==> src/rtl/pc_fetch.sv <==
// Fetch stage: owns the PC, issues single-outstanding imem requests and feeds decode
// through an output register plus a 1-entry skid buffer. Optional macro: PC_ALIGN_CHECK_EN.
module pc_fetch #(
    parameter logic [31:0] RESET_PC = 32'h0000_3000
`ifdef PC_ALIGN_CHECK_EN
    ,
    parameter logic [31:0] EXC_PC   = 32'h0000_4180
`endif
) (
    input  logic        clk,
    input  logic        rst,
    input  logic        stall,
    input  logic        redirect_en,
    input  logic [1:0]  redirect_sel,
    input  logic [31:0] branch_target,
    input  logic [31:0] jpc,
    input  logic [31:0] jr_target,
    output logic        imem_req,
    output logic [31:0] imem_addr,
    input  logic        imem_ack,
    input  logic [31:0] imem_rdata,
`ifdef PC_ALIGN_CHECK_EN
    output logic        addr_err,
`endif
    output logic        if_valid,
    output logic [31:0] if_instr,
    output logic [31:0] if_pc,
    output logic [31:0] if_pcplus4
);

    localparam logic [0:0] S_FETCH = 1'b0;
    localparam logic [0:0] S_HOLD  = 1'b1;

    logic [0:0]  r_state;
    logic [31:0] r_pc;
    logic        r_pending_kill;
    logic [31:0] r_kill_pc;
    logic [31:0] r_skid_instr;
    logic [31:0] r_skid_pc;
    logic        r_if_valid;
    logic [31:0] r_if_instr;
    logic [31:0] r_if_pc;
    logic [31:0] r_if_pcplus4;
`ifdef PC_ALIGN_CHECK_EN
    logic        r_addr_err;
`endif

    logic [31:0] w_target_raw;
    logic [31:0] w_target;
    logic        w_misaligned;
    logic        w_redirect;
    logic        w_fetching;
    logic        w_out_ready;
    logic        w_skid_load;

    always_comb begin
        w_target_raw = branch_target;
        case (redirect_sel)
            2'b01:   w_target_raw = jpc;
            2'b10:   w_target_raw = jr_target;
            default: w_target_raw = branch_target;
        endcase
    end

    assign w_misaligned = (w_target_raw[1:0] != 2'b00);
`ifdef PC_ALIGN_CHECK_EN
    assign w_target = w_misaligned ? EXC_PC : w_target_raw;
`else
    assign w_target = w_target_raw & 32'hFFFF_FFFC;
`endif

    assign w_redirect  = redirect_en & ~stall & (redirect_sel != 2'b11);
    assign w_fetching  = (r_state == S_FETCH);
    assign w_out_ready = ~r_if_valid | ~stall;
    assign w_skid_load = ~rst & ~w_redirect & w_fetching & imem_ack
                         & ~r_pending_kill & ~w_out_ready;

    always_ff @(posedge clk) begin
        if (rst) begin
            r_state        <= S_FETCH;
            r_pc           <= RESET_PC;
            r_pending_kill <= 1'b0;
            r_kill_pc      <= 32'h0;
            r_if_valid     <= 1'b0;
            r_if_instr     <= 32'h0;
            r_if_pc        <= 32'h0;
            r_if_pcplus4   <= 32'h0;
`ifdef PC_ALIGN_CHECK_EN
            r_addr_err     <= 1'b0;
`endif
        end else begin
`ifdef PC_ALIGN_CHECK_EN
            r_addr_err <= w_redirect & w_misaligned;
`endif
            if (w_redirect) begin
                r_if_valid <= 1'b0;
                r_state    <= S_FETCH;
                // An unacked request must keep its address; the target waits for the kill ack.
                if (w_fetching && !imem_ack) begin
                    r_pending_kill <= 1'b1;
                    r_kill_pc      <= w_target;
                end else begin
                    r_pending_kill <= 1'b0;
                    r_pc           <= w_target;
                end
            end else begin
                if (!stall) begin
                    r_if_valid <= 1'b0;
                end
                if (r_state == S_HOLD) begin
                    if (!stall) begin
                        r_if_valid   <= 1'b1;
                        r_if_instr   <= r_skid_instr;
                        r_if_pc      <= r_skid_pc;
                        r_if_pcplus4 <= r_skid_pc + 32'd4;
                        r_state      <= S_FETCH;
                    end
                end else if (imem_ack) begin
                    if (r_pending_kill) begin
                        r_pending_kill <= 1'b0;
                        r_pc           <= r_kill_pc;
                    end else begin
                        r_pc <= r_pc + 32'd4;
                        if (w_out_ready) begin
                            r_if_valid   <= 1'b1;
                            r_if_instr   <= imem_rdata;
                            r_if_pc      <= r_pc;
                            r_if_pcplus4 <= r_pc + 32'd4;
                        end else begin
                            r_state <= S_HOLD;
                        end
                    end
                end
            end
        end
    end

    // NOTE: skid data needs no reset; the HOLD state alone marks it as holding a live word.
    always_ff @(posedge clk) begin
        if (w_skid_load) begin
            r_skid_instr <= imem_rdata;
            r_skid_pc    <= r_pc;
        end
    end

    assign imem_req   = ~rst & w_fetching;
    assign imem_addr  = r_pc;
    assign if_valid   = r_if_valid;
    assign if_instr   = r_if_instr;
    assign if_pc      = r_if_pc;
    assign if_pcplus4 = r_if_pcplus4;
`ifdef PC_ALIGN_CHECK_EN
    assign addr_err   = r_addr_err;
`endif

endmodule

==> config.mk <==
export PLATFORM = sky130hd
export DESIGN_NAME = pc_fetch
export DESIGN_NICKNAME = d
export VERILOG_FILES = /design/src/rtl/pc_fetch.sv
export SDC_FILE = /design/constraint.sdc
export NUM_CORES = 1
export LEC_CHECK = 0
export CAP_MARGIN = 20
export CORE_MARGIN = 5
export CORE_UTILIZATION = 49
export CTS_CLUSTER_DIAMETER = 150
export DETAILED_ROUTE_END_ITERATION = 8
export PLACE_DENSITY = 0.89
export REMOVE_ABC_BUFFERS = 1
export SYNTH_ARGS = -nofsm -noshare
export SYNTH_HDL_FRONTEND = slang
export SYNTH_SLANG_ARGS = --single-unit
==> constraint.sdc <==
create_clock -name clk -period 3.45 [get_ports clk]
set_input_delay 0.5175 -clock clk [delete_from_list [all_inputs] [get_ports clk]]
set_output_delay 0.5175 -clock clk [all_outputs]
set_load 0.005 [all_outputs]
# After elaboration in Yosys (flattened, before gate mapping)
# Cells that the tools add are included.
[classes]
n_addsub = 2
n_eq_ne = 7
n_mux = 36
bitwise = 16
n_reduce_logical = 10
[ops]
columns = ["cell", "count"]
rows = [
  ["two-way mux 32 bit", 20],
  ["adder 32 x 3 -> 32 bit (second input constant)", 2],
  ["one-hot mux 32 bit (2 select lines)", 1],
  ["two-way mux 1 bit", 15],
  ["bitwise AND 1 bit", 8],
  ["!= test 2 bit (second input constant)", 4],
  ["inverter 1 bit", 7],
  ["nonzero test 2 bit", 3],
  ["AND reduction 5 bit", 1],
  ["AND reduction 2 bit", 2],
  ["AND reduction 3 bit", 1],
  ["equality test 2 x 1 -> 1 bit (second input constant)", 1],
  ["equality test 2 bit (second input constant)", 1],
  ["!= test 2 x 1 -> 1 bit (second input constant)", 1],
  ["OR reduction 2 bit", 1],
  ["logical AND 1 bit", 1],
  ["logical NOT 1 bit", 1],
  ["bitwise OR 1 bit", 1],
]
[word_totals]
register_bits = 225

# Logic depth before layout (Yosys ltp)
# Gate-level depths: netlist (run 1).
[depth]
ltp_word = 9
ltp_mapped = 10
mapped_depth_nobuf = 8

# Worst setup path before layout (run 1)
# Ideal clock, no wire load.
[synth_timing]
path_type = "in2reg"
start = "input rst"
end = "register r_skid_instr[0], enable pin"
setup_time_ns = 0.426
t_arrival_ns = 2.514
slack_ns = 0.510
path_stages = 3
path_cell_list = "clkbuf_1 > nor2_1 > and4_1"
[synth_via]
elab_chain_len = 6
[synth_lines]
columns = ["item", "line", "source"]
rows = [
  ["start: declaration", "11", "input logic rst,"],
  ["inverter 1 bit", "75", "assign w_skid_load = ~rst & ~w_redirect & w_fetching & imem_ack"],
  ["bitwise AND 1 bit (3 in series)", "75", ""],
  ["bitwise AND 1 bit (2 in series)", "76", "& ~r_pending_kill & ~w_out_ready;"],
  ["net w_skid_load", "54", "logic w_skid_load;"],
  ["end signal: assignment", "141", "r_skid_instr <= imem_rdata;"],
  ["end: declaration", "38", "logic [31:0] r_skid_instr;"],
]
# The timed path passes the listed nets, and every way through them passes these cells.
# A chain may end at the register's enable or synchronous reset.

# Worst setup path in the final report (run 1)
[layout_timing]
start = "register r_pc[2] (netlist: imem_addr[2])"
end = "register r_if_pcplus4[22] (netlist: if_pcplus4[22])"
[layout_via]
elab_chain_len = 5
[layout_lines]
columns = ["item", "line", "source"]
rows = [
  ["start: declaration", "35", "logic [31:0] r_pc;"],
  ["start signal: assignment", "104", "r_pc <= w_target;"],
  ["start signal: assignment", "121", "r_pc <= r_kill_pc;"],
  ["start signal: assignment", "123", "r_pc <= r_pc + 32'd4;"],
  ["adder 32 x 3 -> 32 bit", "128", "r_if_pcplus4 <= r_pc + 32'd4;"],
  ["two-way mux 32 bit", "124", "if (w_out_ready) begin"],
  ["two-way mux 32 bit", "119", "if (r_pending_kill) begin"],
  ["two-way mux 32 bit", "118", "end else if (imem_ack) begin"],
  ["two-way mux 32 bit", "110", "if (r_state == S_HOLD) begin"],
  ["end signal: assignment", "115", "r_if_pcplus4 <= r_skid_pc + 32'd4;"],
  ["end signal: assignment", "128", ""],
  ["end: declaration", "43", "logic [31:0] r_if_pcplus4;"],
]
# Every way passes these cells. The select of a mux whose other input is x is not followed.

==> run metrics, run 1 <==
Yosys Warn Count 0; DR vias around 9400; Worst Path Max Fanout 8; outcome complete, no violations; drt drc 0; cell taking the most area after synthesis dfxtp_1; synthesis-stage register bit count around 220; Die Ht approximately 160 microns; vias in the first global route approximately 9000; Final period util 75.4%; total gr overflow 0; Pleak roughly 4.8 nW; Setup Total Neg Slack 0 ns; r2r setup slk 0.85 ns; Clock Pin Slew Worst Setup and Hold Paths 0.06 ns; Worst Path Arrival 3.03 ns; cell area after synthesis a little over 0.01 sq mm; Worst Hold Endpoint if_pcplus4[8]; final worst setup slack 0.850 ns; WL per Instance 19.0 microns; VDD IR-drop max about 0.00027 V; Post-CTS Hold Buffers 0; CP endpoint kind register; count leader, synth dfxtp_1; placed cells 1586; fillcell total around 1600; RSZ-0062 raised after global routing no; FMAX 0.385 GHz; Req. time, crit path 3.88 ns; post-route insts no fill 1626; cells on worst reg2reg path 8; clk_lat worst skew approximately 0.52 ns; share of synthesized registers carrying an async set or reset 0%; final core utilization approximately two thirds; Worst-Margin Slew ~1.1 ns; H-tree lvl count 1; Post-synth EDFFs 62; CTS sink count 217; Total Routing Usage GR between 20% and 30%; initial antenna violation count 0; Die Span X 155 microns; Hold Path Origin if_pcplus4[8]; Area contributors post-synth dfxtp_1 (30%), edfxtp_1 (18%), mux2i_1 (8.6%), nor2_1 (5.4%), a211oi_1 (5.1%); Layout Skew ~0.023 ns; TritonCTS clock tree yes; clock buffer count from CTS 22; Detailed Routing Iterations Pass 1 6; Synth top cells by count dfxtp_1 (155), nor2_1 (149), a21oi_1 (97); hold crit path type register to register; cts repair resizes 0; r2r startpoint imem_addr[2]; Final nets 1475; syn avg cell area 9.20 sq um; share of cells above drive strength 1 6.74%; worst slack, placed ~0.56 ns; I/O pins roughly 270; critical path startpoint category register; Area growth syn-to-layout 34.6%; max-cap check violation count 0; worst reg2reg path endpoint if_pcplus4[22]; core area between 0.02 and 0.025 sq mm; die area roughly 0.024 sq mm; post-route cell area between 0.01 and 0.015 sq mm; Syn Inst Count 1120; first-pass GRT wire length ~48 mm; Post-DP Area 0.0131 sq mm; diode count 0; Synth top area share a little under a third; dpl hpwl approximately 22 mm; hold path depth 2; Post-CTS Setup Bufs 0; Final setup viols 0; largest net degree at the start of global routing 84; final hold viol count 0; I/O Buffers about 250; Initial Utilization 49.4%; 1st-iter DRT viols ~1000; Worst slew margin 29.0%; Synth cell types between 40 and 50; Via-to-Cell Ratio around 5.8; antenna viol nets, final 0; Clock Path Buffers 3; ys flop type dfxtp_1; Final Max Slew Viols 0; WS Path Type register to register; Root Driver clkbuf_16; Final min period roughly 2.6 ns; pwr dens about 450 mW/mm^2; # rows 53; RePlAce Congestion 0.900; WL final slightly above 30 mm; sequential-to-total area share from yosys stat approximately half
==> power by group <==
part	switching (mW)	internal (mW)
registers	0.109	2.75
clock network	1.00	1.45
logic	0.465	0.504
==> state kept, by name, indices dropped and copies added, names as in the netlist <==
| register | count |
|---|---|
| r_skid_pc | 30 |
| r_pending_kill | 1 |
| r_skid_instr | 32 |
| imem_addr | 30 |
| if_pc | 30 |
| r_state | 1 |
| r_kill_pc | 30 |
| if_pcplus4 | 30 |
| if_valid | 1 |
| if_instr | 32 |
==> per-layer routing <==
layer | wire length [microns] | global-route usage, % | vias to the layer above
li1 | - | - | 4508
met1 | 12200 | 31.1 | 4386
met2 | 14800 | 41.0 | 480
met3 | 2590 | 3.81 | 73
met4 | 1270 | 10.6 | 0
met5 | 0 | 0 | -
==> metrics by stage <==
step | power (mW) | hold WS (ns)
2_1_floorplan | 3.32 | 0.427
3_3_place_gp | 3.83 | 0.438
3_5_place_dp | 3.87 | 0.444
4_1_cts | 6.32 | 0.453
5_1_grt | 6.51 | 0.477
6_report | 6.28 | 0.452
==> how the worst max path moves through the flow <==
stage / start / endpoint / slack, ns / depth (start not counted)
finish: imem_addr[2] / if_pcplus4[22] / 0.85 / 8
global route: imem_addr[2] / if_pcplus4[22] / 0.66 / 8
CTS: imem_addr[2] / if_pcplus4[22] / 0.85 / 8
detailed placement: redirect_sel[0] / imem_addr[10] / 0.56 / 9
global placement: redirect_sel[0] / imem_addr[10] / 0.64 / 9
floorplan: r_state / if_pcplus4[19] / -6.41 / 5
==> kinds of logic after synthesis <==
logic type	after synthesis	synth area share, %
AND/OR/NAND/NOR	353	15.8
multiplexers	92	8.97
AO/OA/AOI/OAI	292	17.7
XOR/XNOR	53	4.50
buffers and inverters	107	4.22
other	1	0.0364
flip-flops	217	48.2
adder cells (fa/ha/maj)	5	0.607
==> worst max-delay path, stage by stage, from the launching register on <==
cell and delay [ns]:
dfxtp_1 0.49, ha_1 0.27, nand4_1 0.12, buf_4 0.19, or4_1 0.46, nor3_1 0.27, xor2_1 0.31, mux2i_1 0.17
o22ai_1 0.23
==> cell usage in the layout, fill, tap and decap left out, types with 7 or more instances in the layout <==
cell	synthesis	routed
clkdlybuf4s50_1	0	251
o211ai_1	13	13
nand4_1	20	20
mux2i_1	89	88
clkbuf_16	0	22
nand3_1	26	26
edfxtp_1	62	62
xnor2_1	27	27
inv_1	10	10
dfxtp_1	155	154
buf_4	6	26
xor2_1	26	26
nor3_1	29	29
and4_1	8	7
nand2_1	90	90
o21ai_0	40	40
a21oi_1	97	97
a211oi_1	70	70
o22ai_1	20	20
a22oi_1	34	34
nor4_1	11	11
nor2_1	149	148
a31oi_1	7	7
==> area by class of cell <==
type                            count  area, sq um  area share [%]
Sequential cell                   217         4970            35.8
Multi-Input combinational cell    801         4960            35.7
Timing Repair Buffer              282         2820            20.3
Clock buffer                       26          586            4.22
Tap cell                          275          344            2.48
Clock inverter                     14          165            1.19
Inverter                           11         41.3           0.298
No activity file was read; power rests on OpenSTA's default activity.
==> inputs of run 2 (changes only) <==
--- a/config.mk
+++ b/config.mk
@@ -7,10 +7,10 @@
 export LEC_CHECK = 0
 export CAP_MARGIN = 20
 export CORE_MARGIN = 5
-export CORE_UTILIZATION = 49
+export CORE_UTILIZATION = 45
 export CTS_CLUSTER_DIAMETER = 150
 export DETAILED_ROUTE_END_ITERATION = 8
-export PLACE_DENSITY = 0.89
+export PLACE_DENSITY = 0.86
 export REMOVE_ABC_BUFFERS = 1
 export SYNTH_ARGS = -nofsm -noshare
 export SYNTH_HDL_FRONTEND = slang
==> constraint.sdc (replaced) <==
create_clock -name clk -period 2.3 [get_ports clk]
set_input_delay 0.345 -clock clk [delete_from_list [all_inputs] [get_ports clk]]
set_output_delay 0.345 -clock clk [all_outputs]
set_load 0.005 [all_outputs]
==> run 2 against run 1 <==
Net effect:
- setup slack lost 0.75 ns
- sequential share of layout area shrank 1.3 points
- via count grew 2.2%
- clock skew shrank 0.0054 ns
- largest cell class is now multi-input combinational cells
==> run metrics, run 2 (same netlist as run 1, synthesis figures left out) <==
outcome complete, no violations; CP endpoint kind output pin; Final nets 1526; core area 0.0226 sq mm; total power roughly 9.4 mW; Setup Total Neg Slack 0 ns; post-route insts no fill between 1500 and 2000; FMAX 0.454 GHz; vias in the first global route approximately 9000; largest net degree at the start of global routing 96; Clock Pin Slew Worst Setup and Hold Paths roughly 0.07 ns; WS Path Type register to output pin; Post-CTS Setup Bufs 0; Via-to-Cell Ratio 5.72; Max Used Layer met4; Pleak ~5 nW; share of cells above drive strength 1 around a tenth; Req. time, crit path ~2 ns; Detailed Routing Iterations Pass 1 5; WL per Instance ~18 microns; WP buf/inv 1; placed cells ~1600; WL final 31.2 mm; CTS sink count 217; Max stage delay on crit path ~0.66 ns; pwr dens 654 mW/mm^2; I/O Buffers 252; Clock Path Buffers 3; Met2 Wirelength approximately 15 mm; crit path cell chain nor2_1 > clkdlybuf4s50_1; clock buffer count from CTS 22; Worst slew margin just over 40%; Worst-Margin Slew 0.878 ns; # rows between 50 and 60; Final min period between 2 and 2.5 ns; Final Max Slew Viols 0; Final setup viols 0; wl on met1 between 10 and 15 mm; die area 0.0260 sq mm; critical path startpoint category register; Layout Skew 0.0172 ns; final hold viol count 0; Slowest cell on crit path clkdlybuf4s50_1; total gr overflow 0; Worst Path Arrival about 1.9 ns; clk_lat worst skew around 0.51 ns; dpl hpwl 23.1 mm; Die Span X 161 microns; diode count 0; VDD IR-drop max 0.000518 V; fillcell total 1755; RSZ-0062 raised after global routing no; max-cap check violation count 0; Final period util between 90% and 100%; 1st-iter DRT viols 999; worst slack, placed -0.0658 ns; Crit path max-delay family buffers and inverters; Root Driver clkbuf_16; r2r setup slk slightly below 0.1 ns; most frequent cells in the layout clkdlybuf4s50_1 (251), dfxtp_1 (154), nor2_1 (148), a21oi_1 (97), nand2_1 (90); hold_ws roughly 0.29 ns; first-pass GRT wire length 48.9 mm; antenna viol nets, final 0; initial antenna violation count 0; commonest non-fill, non-tap cell in the layout clkdlybuf4s50_1; drt drc 0; final worst setup slack around 0.097 ns; Total Routing Usage GR roughly 23%; H-tree lvl count 1; I/O pins approximately 270; Initial Utilization between 40% and 50%; hold crit path type primary input to register; Met3 Wirelength roughly 2.3 mm; Area growth syn-to-layout 39.9%; Worst Path Max Fanout 11; RePlAce Congestion 0.878; DR vias ~9700; TritonCTS clock tree yes; Die Ht between 150 and 200 microns
==> run 2: cell types whose count changed in the layout (fill, tap and decap cells not counted), moves of 3 or more <==
| cell | change |
|---|---|
| clkinv_2 | -3 |
| buf_4 | +38 |
| clkbuf_1 | +4 |
| buf_12 | +14 |
==> run 2: metrics by stage <==
stage          cell area (sq um)  util [%]
6_report                   14400      63.9
5_1_grt                    14400      63.9
4_1_cts                    14400      63.8
3_5_place_dp               13700      60.6
3_3_place_gp               13700      60.6
2_1_floorplan               9930         -
==> run 2: tightest hold or removal path: stages <==
cell and delay (ns):
buf_4 0.13, nor2_1 0.10, nand3_1 0.09, o211ai_1 0.08
==> run 2: path summary, 6_finish.rpt <==
kind | startpoint | to | cells past startpoint
worst max-delay path | r_state | imem_req | 2
worst min-delay path | rst | if_pcplus4[29] | 4
worst max register to register | r_skid_pc[2] | if_pcplus4[30] | 7
worst min register to register | if_pcplus4[8] | if_pcplus4[8] | 2
==> run 2: routing by layer <==
| layer | track usage [%] | vias to the layer above |
|---|---|---|
| li1 | - | 4604 |
| met1 | 29.5 | 4482 |
| met2 | 38.4 | 470 |
| met3 | 3.19 | 96 |
| met4 | 9.81 | 0 |
| met5 | 0 | - |
==> run 2: report_power, final <==
group | internal (mW) | leakage [nW] | switching (mW)
clock network | 2.08 | 0.347 | 1.47
logic | 0.867 | 2.86 | 0.770
registers | 4.12 | 1.84 | 0.115
==> run 2: cell type report <==
type | instances | area (sq um) | area share, %
multi-input cells | 801 | 4980 | 34.5
flip-flops and latches | 217 | 4970 | 34.5
repair buffers | 333 | 3350 | 23.3
clock buffers | 32 | 651 | 4.51
well taps | 285 | 357 | 2.47
clock inverters | 8 | 67.6 | 0.469
inverters | 11 | 41.3 | 0.286
==> run 2: repair_timing <==
action                                  4_1_cts  5_1_grt
resized for setup                             0        4
endpoints found under the hold margin         0        0
hold buffers                                  0        0
endpoints found under the setup margin        0        3
==> inputs of run 3 (changes only) <==
--- a/config.mk
+++ b/config.mk
@@ -8,6 +8,7 @@
 export CAP_MARGIN = 20
 export CORE_MARGIN = 5
 export CORE_UTILIZATION = 45
+export CTS_BUF_LIST = sky130_fd_sc_hd__clkbuf_16
 export CTS_CLUSTER_DIAMETER = 150
 export DETAILED_ROUTE_END_ITERATION = 8
 export PLACE_DENSITY = 0.86
==> run 3 against run 2 <==
Net effect:
- final cell count unchanged
- final area down 0.14%
- critical path type unchanged
- non-clock buffer count unchanged
- largest cell class unchanged
- count of clock-buffer cells in the layout down 8
- largest power group unchanged
==> run metrics, run 3 (same netlist as run 1, synthesis figures left out) <==
outcome complete, no violations; post-route insts no fill ~1700; share of cells above drive strength 1 9.77%; Final setup viols 0; Worst Path Max Fanout 11; Pleak 5.06 nW; r2r startpoint r_skid_pc[2]; clock buffer count from CTS 22; drt drc 0; final hold viol count 0; hold crit path type primary input to register; r2r setup slk around 0.10 ns; Die Span X 161 microns; Hold Path Origin rst; VDD IR-drop max ~0.00052 V; Die Ht 161 microns; worst setup path startpoint r_state; core area between 0.02 and 0.025 sq mm; critical path startpoint category register; I/O Buffers around 250; cells on worst reg2reg path 7; Clock Pin Slew Worst Setup and Hold Paths 0.07 ns; commonest non-fill, non-tap cell in the layout clkdlybuf4s50_1; Max stage delay on crit path about 0.66 ns; I/O pins ~270; Root Driver clkbuf_16; RePlAce Congestion about 0.88; Detailed Routing Iterations Pass 1 6; 1st-iter DRT viols 997; Initial Utilization 45.7%; Final min period 2.20 ns; vias in the first global route 9235; H-tree lvl count 1; placed cells 1647; Layout Skew around 0.016 ns; Clock Path Buffers 3; WL per Instance between 15 and 20 microns; max-cap check violation count 0; Final Max Slew Viols 0; RSZ-0062 raised after global routing no; initial antenna violation count 0; total power ~9.3 mW; Req. time, crit path slightly below 2 ns; # rows 55; TritonCTS clock tree yes; first-pass GRT wire length roughly 49 mm; Via-to-Cell Ratio approximately 5.7; dpl hpwl 23.1 mm; most frequent cells in the layout clkdlybuf4s50_1 (251), dfxtp_1 (154), nor2_1 (148), a21oi_1 (97), nand2_1 (90); crit path cell chain nor2_1 > clkdlybuf4s50_1; CP endpoint kind output pin; pwr dens about 650 mW/mm^2; clk_lat worst skew between 0.5 and 0.6 ns; Worst-Margin Slew 0.860 ns; Total Routing Usage GR a little under a quarter; CTS sink count ~220; Setup Total Neg Slack 0 ns; Final period util a little over nine tenths; largest net degree at the start of global routing 96; WL final between 30 and 40 mm; Slowest cell on crit path clkdlybuf4s50_1; DR vias approximately 9600; post-route cell area around 0.014 sq mm; fillcell total around 1800; total gr overflow 0; diode count 0; FMAX 0.455 GHz; crit path capture imem_req; antenna viol nets, final 0; WS Path Type register to output pin; Worst Path Arrival between 1.5 and 2 ns; worst reg2reg path endpoint if_pcplus4[30]; Worst slew margin between 40 and 50%; die area 0.0260 sq mm; Final nets roughly 1500; Area growth syn-to-layout 39.7%; Post-DP Area 0.0137 sq mm
-- run 3: changes by cell type in the layout (fill, tap and decap cells not counted), sizes merged --
cell	previous run	this run
clkbuf	32	24
inv	11	17
clkinv	5	7
-- run 3: through the flow --
step                util, %  setup WS, ns  hold WS, ns
finish                 63.8         0.102        0.290
global route           63.8        0.0213        0.311
CTS                    63.7        0.0590        0.279
detailed placement     60.6       -0.0658        0.443
global placement       60.6       -0.0202        0.439
floorplan                 -         -7.56        0.414
-- run 3: per-layer routing --
layer	share of wire [%]	routed length [microns]	track usage, %
met3	6.8	2130	3.19
met4	4.5	1420	10.2
met1	41	12900	29.5
met2	47	14800	38.4
met5	0	0	0
-- run 3: area by class of cell --
cell class / instances / area (sq um) / share of cell area (%)
Clock buffer: 24 / 601 / 4.17
Clock inverter: 16 / 97.6 / 0.678
Inverter: 11 / 41.3 / 0.287
Multi-Input combinational cell: 801 / 4980 / 34.6
Sequential cell: 217 / 4970 / 34.5
Tap cell: 285 / 357 / 2.48
Timing Repair Buffer: 333 / 3350 / 23.3
-- run 3: worst min path at each step --
stage	endpoint	slack [ns]	cells past startpoint
after detailed placement	r_kill_pc[11]	0.44	2
final	if_pcplus4[29]	0.29	4
after CTS	if_pcplus4[29]	0.28	4
after floorplan	if_pcplus4[10]	0.41	1
after global placement	r_kill_pc[30]	0.44	2
after global routing	if_pcplus4[29]	0.31	4
-- run 3: report_power, final --
part,internal (mW),switching [mW],total (mW)
combinational,0.867,0.770,1.64
clock,1.98,1.47,3.45
sequential,4.12,0.115,4.23
total,6.97,2.35,9.32
-- run 3: what timing repair did --
item | CTS | global route
setup buffers | 0 | 0
gates resized for setup | 0 | 4
hold buffers | 0 | 0
setup endpoints to repair | 0 | 3
-- run 3: worst max-delay path: cells and delay by family (launching register included) --
| kind | cells | cell delay, ns |
|---|---|---|
| flip-flops | 1 | 0.40 |
| AND/OR/NAND/NOR | 1 | 0.29 |
| buffers and inverters | 1 | 0.66 |
